## config.mk

```make
export PLATFORM = sky130hd
export DESIGN_NAME = vga_timing_gen_flat
export DESIGN_NICKNAME = d
export VERILOG_FILES = /design/src/rtl/vga_pkg.sv /design/src/rtl/vga_timing_gen_if.sv /design/src/rtl/sync_delay_line.sv /design/src/rtl/vga_timing_gen.sv /design/src/flat_wrapper.sv
export SDC_FILE = /design/constraint.sdc
export NUM_CORES = 1
export LEC_CHECK = 0
export CORE_MARGIN = 5
export CORE_UTILIZATION = 42
export DETAILED_ROUTE_END_ITERATION = 12
export GPL_ROUTABILITY_DRIVEN = 0
export PLACE_DENSITY_LB_ADDON = 0.25
export SLEW_MARGIN = 10
export SYNTH_ARGS = -nofsm -noshare
export SYNTH_HDL_FRONTEND = slang
export SYNTH_SLANG_ARGS = --single-unit
export TNS_END_PERCENT = 10
```

## constraint.sdc

```tcl
create_clock -name clk -period 1.7 [get_ports clk]
set_input_delay 0.255 -clock clk [delete_from_list [all_inputs] [get_ports clk]]
set_output_delay 0.255 -clock clk [all_outputs]
set_load 0.1 [all_outputs]
```

## src/rtl/vga_pkg.sv

```systemverilog
// rtl/vga_pkg.sv - 640x480@60 timing constants shared by the timing generator and renderers
package vga_pkg;

  localparam int H_ACTIVE = 640;
  localparam int H_FP     = 16;
  localparam int H_SYNC   = 96;
  localparam int H_BP     = 48;
  localparam int V_ACTIVE = 480;
  localparam int V_FP     = 10;
  localparam int V_SYNC   = 2;
  localparam int V_BP     = 33;

  localparam int H_TOTAL = H_ACTIVE + H_FP + H_SYNC + H_BP;
  localparam int V_TOTAL = V_ACTIVE + V_FP + V_SYNC + V_BP;

  localparam logic SYNC_POL = 1'b0;

  localparam int CNT_W = 10;
  typedef logic [CNT_W-1:0] cnt_t;

  typedef struct packed {
    logic hs;
    logic vs;
    logic act;
  } sync_bits_t;

  function automatic logic in_window(input cnt_t c, input int lo, input int len);
    return (c >= cnt_t'(lo)) && (c < cnt_t'(lo + len));
  endfunction

endpackage

```

## src/rtl/vga_timing_gen_if.sv

```systemverilog
// rtl/vga_timing_gen_if.sv - raster counts, renderer colour return and VGA pins
interface vga_timing_gen_if;
  import vga_pkg::*;

  logic pix_en;
  cnt_t hcount;
  cnt_t vcount;
  logic line_tick;
  logic frame_tick;
  logic r_in;
  logic g_in;
  logic b_in;
  logic hsync;
  logic vsync;
  logic video_on;
  logic r_out;
  logic g_out;
  logic b_out;

  modport master (
    output pix_en, hcount, vcount, line_tick, frame_tick,
    output hsync, vsync, video_on, r_out, g_out, b_out,
    input  r_in, g_in, b_in
  );

  modport slave (
    input  pix_en, hcount, vcount, line_tick, frame_tick,
    input  hsync, vsync, video_on, r_out, g_out, b_out,
    output r_in, g_in, b_in
  );
endinterface

```

## src/rtl/sync_delay_line.sv

```systemverilog
// rtl/sync_delay_line.sv - DEPTH-stage clk shift register with a loadable reset value
module sync_delay_line #(
  parameter int WIDTH = 1,
  parameter int DEPTH = 1
) (
  input  logic             clk,
  input  logic             rst,
  input  logic [WIDTH-1:0] rst_val_i,
  input  logic [WIDTH-1:0] d_i,
  output logic [WIDTH-1:0] q_o
);

  generate
    if (DEPTH == 0) begin : g_wire
      assign q_o = d_i;
    end else begin : g_pipe
      logic [WIDTH-1:0] stage_q [DEPTH];

      always_ff @(posedge clk) begin
        if (rst) begin
          for (int i = 0; i < DEPTH; i++) stage_q[i] <= rst_val_i;
        end else begin
          stage_q[0] <= d_i;
          for (int i = 1; i < DEPTH; i++) stage_q[i] <= stage_q[i-1];
        end
      end

      assign q_o = stage_q[DEPTH-1];
    end
  endgenerate

endmodule

```

## src/rtl/vga_timing_gen.sv

```systemverilog
// rtl/vga_timing_gen.sv - raster counters, sync decode and renderer-aligned VGA pin registers
module vga_timing_gen #(
  parameter int   H_ACTIVE = vga_pkg::H_ACTIVE,
  parameter int   H_FP     = vga_pkg::H_FP,
  parameter int   H_SYNC   = vga_pkg::H_SYNC,
  parameter int   H_BP     = vga_pkg::H_BP,
  parameter int   V_ACTIVE = vga_pkg::V_ACTIVE,
  parameter int   V_FP     = vga_pkg::V_FP,
  parameter int   V_SYNC   = vga_pkg::V_SYNC,
  parameter int   V_BP     = vga_pkg::V_BP,
  parameter logic SYNC_POL = vga_pkg::SYNC_POL,
  parameter int   CLK_DIV  = 2,
  parameter int   PIPE_DLY = 1
) (
  input logic              clk,
  input logic              rst,
  vga_timing_gen_if.master vga
);
  import vga_pkg::cnt_t;
  import vga_pkg::sync_bits_t;
  import vga_pkg::in_window;

  localparam int   H_TOTAL = H_ACTIVE + H_FP + H_SYNC + H_BP;
  localparam int   V_TOTAL = V_ACTIVE + V_FP + V_SYNC + V_BP;
  localparam cnt_t H_LAST  = cnt_t'(H_TOTAL - 1);
  localparam cnt_t V_LAST  = cnt_t'(V_TOTAL - 1);
  localparam int   DIV_W   = (CLK_DIV > 1) ? $clog2(CLK_DIV) : 1;
  localparam logic [DIV_W-1:0] DIV_LAST = DIV_W'(CLK_DIV - 1);
  localparam sync_bits_t SYNC_IDLE = '{hs: 1'b0, vs: 1'b0, act: 1'b0};

  logic [DIV_W-1:0] div_cnt_q, div_cnt_d;
  logic             run_q;
  cnt_t             hcount_q, hcount_d;
  cnt_t             vcount_q, vcount_d;
  logic             pix_en, line_end, frame_end;
  sync_bits_t       raw, dly;
  logic             hsync_q, vsync_q, video_on_q;
  logic             r_q, g_q, b_q;

  // run_q keeps pix_en low for the reset cycle even when CLK_DIV=1 pins div_cnt at its last value
  always_comb begin
    pix_en    = run_q && (div_cnt_q == DIV_LAST);
    line_end  = pix_en && (hcount_q == H_LAST);
    frame_end = line_end && (vcount_q == V_LAST);
    div_cnt_d = (div_cnt_q == DIV_LAST) ? '0 : div_cnt_q + 1'b1;
    hcount_d  = hcount_q;
    vcount_d  = vcount_q;
    if (pix_en) begin
      hcount_d = (hcount_q == H_LAST) ? '0 : hcount_q + 1'b1;
      if (line_end) vcount_d = frame_end ? '0 : vcount_q + 1'b1;
    end
    raw.hs  = in_window(hcount_q, H_ACTIVE + H_FP, H_SYNC);
    raw.vs  = in_window(vcount_q, V_ACTIVE + V_FP, V_SYNC);
    raw.act = (hcount_q < cnt_t'(H_ACTIVE)) && (vcount_q < cnt_t'(V_ACTIVE));
  end

  sync_delay_line #(
    .WIDTH ($bits(sync_bits_t)),
    .DEPTH (PIPE_DLY)
  ) u_sync_dly (
    .clk       (clk),
    .rst       (rst),
    .rst_val_i (SYNC_IDLE),
    .d_i       (raw),
    .q_o       (dly)
  );

  always_ff @(posedge clk) begin
    if (rst) begin
      div_cnt_q  <= '0;
      run_q      <= 1'b0;
      hcount_q   <= '0;
      vcount_q   <= '0;
      hsync_q    <= ~SYNC_POL;
      vsync_q    <= ~SYNC_POL;
      video_on_q <= 1'b0;
      r_q        <= 1'b0;
      g_q        <= 1'b0;
      b_q        <= 1'b0;
    end else begin
      div_cnt_q  <= div_cnt_d;
      run_q      <= 1'b1;
      hcount_q   <= hcount_d;
      vcount_q   <= vcount_d;
      hsync_q    <= dly.hs ? SYNC_POL : ~SYNC_POL;
      vsync_q    <= dly.vs ? SYNC_POL : ~SYNC_POL;
      video_on_q <= dly.act;
      r_q        <= vga.r_in & dly.act;
      g_q        <= vga.g_in & dly.act;
      b_q        <= vga.b_in & dly.act;
    end
  end

  assign vga.pix_en     = pix_en;
  assign vga.hcount     = hcount_q;
  assign vga.vcount     = vcount_q;
  assign vga.line_tick  = line_end;
  assign vga.frame_tick = frame_end;
  assign vga.hsync      = hsync_q;
  assign vga.vsync      = vsync_q;
  assign vga.video_on   = video_on_q;
  assign vga.r_out      = r_q;
  assign vga.g_out      = g_q;
  assign vga.b_out      = b_q;

endmodule

```

## src/flat_wrapper.sv

```systemverilog
// flat-port wrapper written by rule: the top's interface ports become plain ports
module vga_timing_gen_flat import vga_pkg::cnt_t; import vga_pkg::sync_bits_t; import vga_pkg::in_window;
#(
  parameter int   H_ACTIVE = vga_pkg::H_ACTIVE,
  parameter int   H_FP     = vga_pkg::H_FP,
  parameter int   H_SYNC   = vga_pkg::H_SYNC,
  parameter int   H_BP     = vga_pkg::H_BP,
  parameter int   V_ACTIVE = vga_pkg::V_ACTIVE,
  parameter int   V_FP     = vga_pkg::V_FP,
  parameter int   V_SYNC   = vga_pkg::V_SYNC,
  parameter int   V_BP     = vga_pkg::V_BP,
  parameter logic SYNC_POL = vga_pkg::SYNC_POL,
  parameter int   CLK_DIV  = 2,
  parameter int   PIPE_DLY = 1
)
  (clk, rst, vga_pix_en, vga_hcount, vga_vcount, vga_line_tick, vga_frame_tick, vga_hsync, vga_vsync, vga_video_on, vga_r_out, vga_g_out, vga_b_out, vga_r_in, vga_g_in, vga_b_in);
  vga_timing_gen_if vga_i ();
  input logic clk;
  input logic rst;
  output wire logic [$bits(vga_i.pix_en)-1:0] vga_pix_en;
  output wire logic [$bits(vga_i.hcount)-1:0] vga_hcount;
  output wire logic [$bits(vga_i.vcount)-1:0] vga_vcount;
  output wire logic [$bits(vga_i.line_tick)-1:0] vga_line_tick;
  output wire logic [$bits(vga_i.frame_tick)-1:0] vga_frame_tick;
  output wire logic [$bits(vga_i.hsync)-1:0] vga_hsync;
  output wire logic [$bits(vga_i.vsync)-1:0] vga_vsync;
  output wire logic [$bits(vga_i.video_on)-1:0] vga_video_on;
  output wire logic [$bits(vga_i.r_out)-1:0] vga_r_out;
  output wire logic [$bits(vga_i.g_out)-1:0] vga_g_out;
  output wire logic [$bits(vga_i.b_out)-1:0] vga_b_out;
  input wire logic [$bits(vga_i.r_in)-1:0] vga_r_in;
  input wire logic [$bits(vga_i.g_in)-1:0] vga_g_in;
  input wire logic [$bits(vga_i.b_in)-1:0] vga_b_in;
  assign vga_pix_en = vga_i.pix_en;
  assign vga_hcount = vga_i.hcount;
  assign vga_vcount = vga_i.vcount;
  assign vga_line_tick = vga_i.line_tick;
  assign vga_frame_tick = vga_i.frame_tick;
  assign vga_hsync = vga_i.hsync;
  assign vga_vsync = vga_i.vsync;
  assign vga_video_on = vga_i.video_on;
  assign vga_r_out = vga_i.r_out;
  assign vga_g_out = vga_i.g_out;
  assign vga_b_out = vga_i.b_out;
  assign vga_i.r_in = vga_r_in;
  assign vga_i.g_in = vga_g_in;
  assign vga_i.b_in = vga_b_in;
  vga_timing_gen #(.H_ACTIVE(H_ACTIVE), .H_FP(H_FP), .H_SYNC(H_SYNC), .H_BP(H_BP), .V_ACTIVE(V_ACTIVE), .V_FP(V_FP), .V_SYNC(V_SYNC), .V_BP(V_BP), .SYNC_POL(SYNC_POL), .CLK_DIV(CLK_DIV), .PIPE_DLY(PIPE_DLY)) u_core (.clk(clk), .rst(rst), .vga(vga_i));
endmodule
```

==> out/results.ini, run 1 <==
[outcome]
status = complete, but fails checks
violations = negative setup slack

[die]
ioPinCount = 34
rows = 20
initial_core_util_pct = 43.1
die_h_um = 65.8
fp.dieW_um = 65.8
core_area_mm2 = 0.00303
die_area_mm2 = 0.00433

[clock_tree]
cts.path.max_buffers = 2
clk_transition_reported_paths_ps = 90
root_buffer = clkbuf_4
cts_tree = done
numCtsBuffers = 5
hold_buffers = 0
cts.sinks = 31
clock_latency_ps = 330
htree_levels = 2

[setup_path]
r2r_cells = 6
worst_setup_path_start_kind = flop
critPathArrivalTime_ps = 1620
r2r_slack_ps = -90
crit_end = vga_frame_tick
worstSetupStartpoint = u_core.vga.vcount[5]$_SDFFE_PP0P_
crit_path_end_kind = output port
crit_type = flop to output port
critPathMaxFanout = 8
reg2reg_to = u_core.vga.vcount[7]$_SDFFE_PP0P_
required_ps = 1440
reg2reg_from = u_core.vga.hcount[0]$_SDFFE_PP0N_

[timing]
fin_crit_ps = 1870
hold_viol_final = 0
whs_ps = 382
maxSlewHeadroom_pct = 79.8
finalSetupViolations = 6
period_share_pct = 110
grt_setup_unrepaired = yes
report.final.slew_viol_count = 0
fin_ws_ps = -171
clock_skew_ps = 10.0
fmax_mhz = 534
tightest_slew_ps = 298

[cells_and_area]
regArea_um2 = 658
multi_input_area_um2 = 696
drive_gt1_share_pct = 38.9
fillers = 213
n_antenna_cell = 0
syn2layout_area_growth_pct = 72.6
fin_nets = 206
fin_area_mm2 = 0.00225

[place]
numPortBuffers = 33
pre_cts_slack_ps = -26.0
postPlaceCellArea_mm2 = 0.00215
dp_hpwl_um = 2670

[synth]
ys_warn_count = 0
synth.net_count = 148
yosysUniqueCellTypes = 30
ys_ff_latch = 31
syn_area_mm2 = 0.00131
syn_inst = 139
synth_seq_area_share_pct = 47.5
synth_area_per_cell_um2 = 9.40

[global_route]
grt_max_degree = 11
grt_util_all_layers_pct = 18.7
antenna_found_initial = 0
grt_pass1_vias = 1312
grt_first_pass_wirelength_um = 6200
overflow = 0

[detailed_routing]
num_vias = 1266
postRouteAntennaNets = 0
top_layer = met4
route.detailed.drc = 0
vias_per_cell = 5.23
routed_wl_um = 3570
drt_iter0_drc = 47
dr.pass1.iters = 4
wl_met2_um = 1830
routed-wl-met3_um = 197
routedWlPerCell_um = 14.7
wl_met1_um = 1450

[hold_path]
hp-class = flop to flop
hold_depth = 1

[power_and_ir_drop]
power_density_mw_per_mm2 = 566
ir_drop_mv = 0.396
leakage_nw = 0.886
finalPower_mw = 1.28

[flow_run]
maxCapViolations = 0

layer usage:
metal  global-route usage, %  vias to the layer above
met1                    21.2                      604
met3                    5.10                       10
met4                    8.55                        0
met5                       0                        -
met2                    32.4                       43
li1                        -                      609
cells in the final DEF, fill, tap and decap left out, drive strengths merged:
| cell type | count |
|---|---|
| nor4b | 1 |
| inv | 7 |
| and3 | 3 |
| or3 | 5 |
| nor4 | 1 |
| nor3 | 3 |
| nor2b | 3 |
| or4 | 1 |
| clkinv | 2 |
| clkdlybuf4s50 | 4 |
| xnor2 | 4 |
| dfxtp | 31 |
| xor2 | 7 |
| and4b | 1 |
| nand4 | 6 |
| o41ai | 2 |
| or4b | 2 |
| ha | 4 |
| clkbuf | 6 |
| and4 | 4 |
| mux2i | 2 |
| nor2 | 16 |
| a21oi | 7 |
| nand2 | 9 |
| and2 | 5 |
| o31ai | 2 |
| nand4b | 1 |
| o21ai | 5 |
| nand3 | 4 |
| buf | 49 |
| nor4bb | 1 |
cell usage after synthesis, drive strengths merged:
library cell,count,area share [%]
a21oi,7,2.7
o21ai,5,1.9
xor2,7,4.7
or3,5,2.4
nand3,4,1.5
buf,2,0.77
and4,4,2.7
nand2,9,2.6
nor4b,1,1.1
mux2i,2,1.5
nor2b,3,1.4
o31ai,2,1.5
nand4,6,3.4
and4b,1,0.77
xnor2,4,2.7
ha,4,3.8
or4,1,0.57
nor4,1,0.48
inv,7,2.0
and3,3,1.4
dfxtp,31,48
or4b,2,1.5
o41ai,2,1.3
nand4b,1,0.67
and2,5,2.4
nor2,16,4.6
nor4bb,1,0.77
nor3,3,1.1
worst max-delay path, stage by stage (launching register included):
cell,delay [ps]
dfxtp_2,380
or3_1,460
nor3_4,250
buf_12,200
flip-flops by register name, indices dropped and copies added (netlist names):
register / count
u_core.vga.b_out: 1
u_core.vga.video_on: 1
u_core.u_sync_dly.g_pipe.stage_q: 3
u_core.vga.vcount: 10
u_core.run_q: 1
u_core.vga.vsync: 1
u_core.vga.g_out: 1
u_core.div_cnt_q: 1
u_core.vga.r_out: 1
u_core.vga.hcount: 10
u_core.vga.hsync: 1
layout make-up:
class	count	share of cell area [%]
Clock buffer	6	1.83
Clock inverter	2	0.333
Inverter	7	1.17
Multi-Input combinational cell	99	30.9
Sequential cell	31	29.2
Tap cell	44	2.44
Timing Repair Buffer	53	34.2
worst min-delay path by stage:
stage,endpoint,from
2_1_floorplan,u_core.vga.hcount[2]$_SDFFE_PP0N_,rst
3_3_place_gp,u_core.vga.hsync$_SDFF_PP1_,u_core.u_sync_dly.g_pipe.stage_q[0][2]$_SDFF_PP0_
3_5_place_dp,u_core.vga.vsync$_SDFF_PP1_,u_core.u_sync_dly.g_pipe.stage_q[0][1]$_SDFF_PP0_
4_1_cts,u_core.vga.vsync$_SDFF_PP1_,u_core.u_sync_dly.g_pipe.stage_q[0][1]$_SDFF_PP0_
5_1_grt,u_core.vga.vsync$_SDFF_PP1_,u_core.u_sync_dly.g_pipe.stage_q[0][1]$_SDFF_PP0_
6_report,u_core.vga.vsync$_SDFF_PP1_,u_core.u_sync_dly.g_pipe.stage_q[0][1]$_SDFF_PP0_
power breakdown:
part / switching, mW / internal, mW
Sequential: 0.00803 / 0.727
Clock: 0.242 / 0.153
Combinational: 0.0900 / 0.0562
metrics by stage:
step | setup TNS, ps | utilization (%) | std cells
floorplan | -4320 | - | 139
global placement | 0 | 70.9 | 228
detailed placement | -78.5 | 70.9 | 228
CTS | -557 | 74.3 | 242
global route | -1150 | 74.5 | 242
finish | -521 | 74.5 | 242
what timing repair did:
| action | CTS | global route |
|---|---|---|
| gates cloned | 0 | 0 |
| endpoints found under the setup margin | 6 | 12 |
| pin swaps | 3 | 2 |
| resized for setup | 1 | 3 |
| setup buffers | 6 | 0 |
cells by family after synthesis:
kind of cell               count (synthesis)  synth area share (%)
adders and majority gates                  4                  3.83
muxes                                      2                  1.53
and+or+nand+nor                           66                  29.5
xor gates and xnor gates                  11                  7.38
buffers and inverters                      9                  2.78
DFF                                       31                  47.5
AOI/OAI and AO/OA                         16                  7.47
No activity file was read; power rests on OpenSTA's default activity.
==> run 2, diff against run 1 <==
--- a/config.mk
+++ b/config.mk
@@ -5,6 +5,7 @@
 export SDC_FILE = /design/constraint.sdc
 export NUM_CORES = 1
 export LEC_CHECK = 0
+export CAP_MARGIN = 25
 export CORE_MARGIN = 5
 export CORE_UTILIZATION = 42
 export DETAILED_ROUTE_END_ITERATION = 12
==> results of run 2 <==
No change in the layout: final DEF, timing and power equal those of run 1.
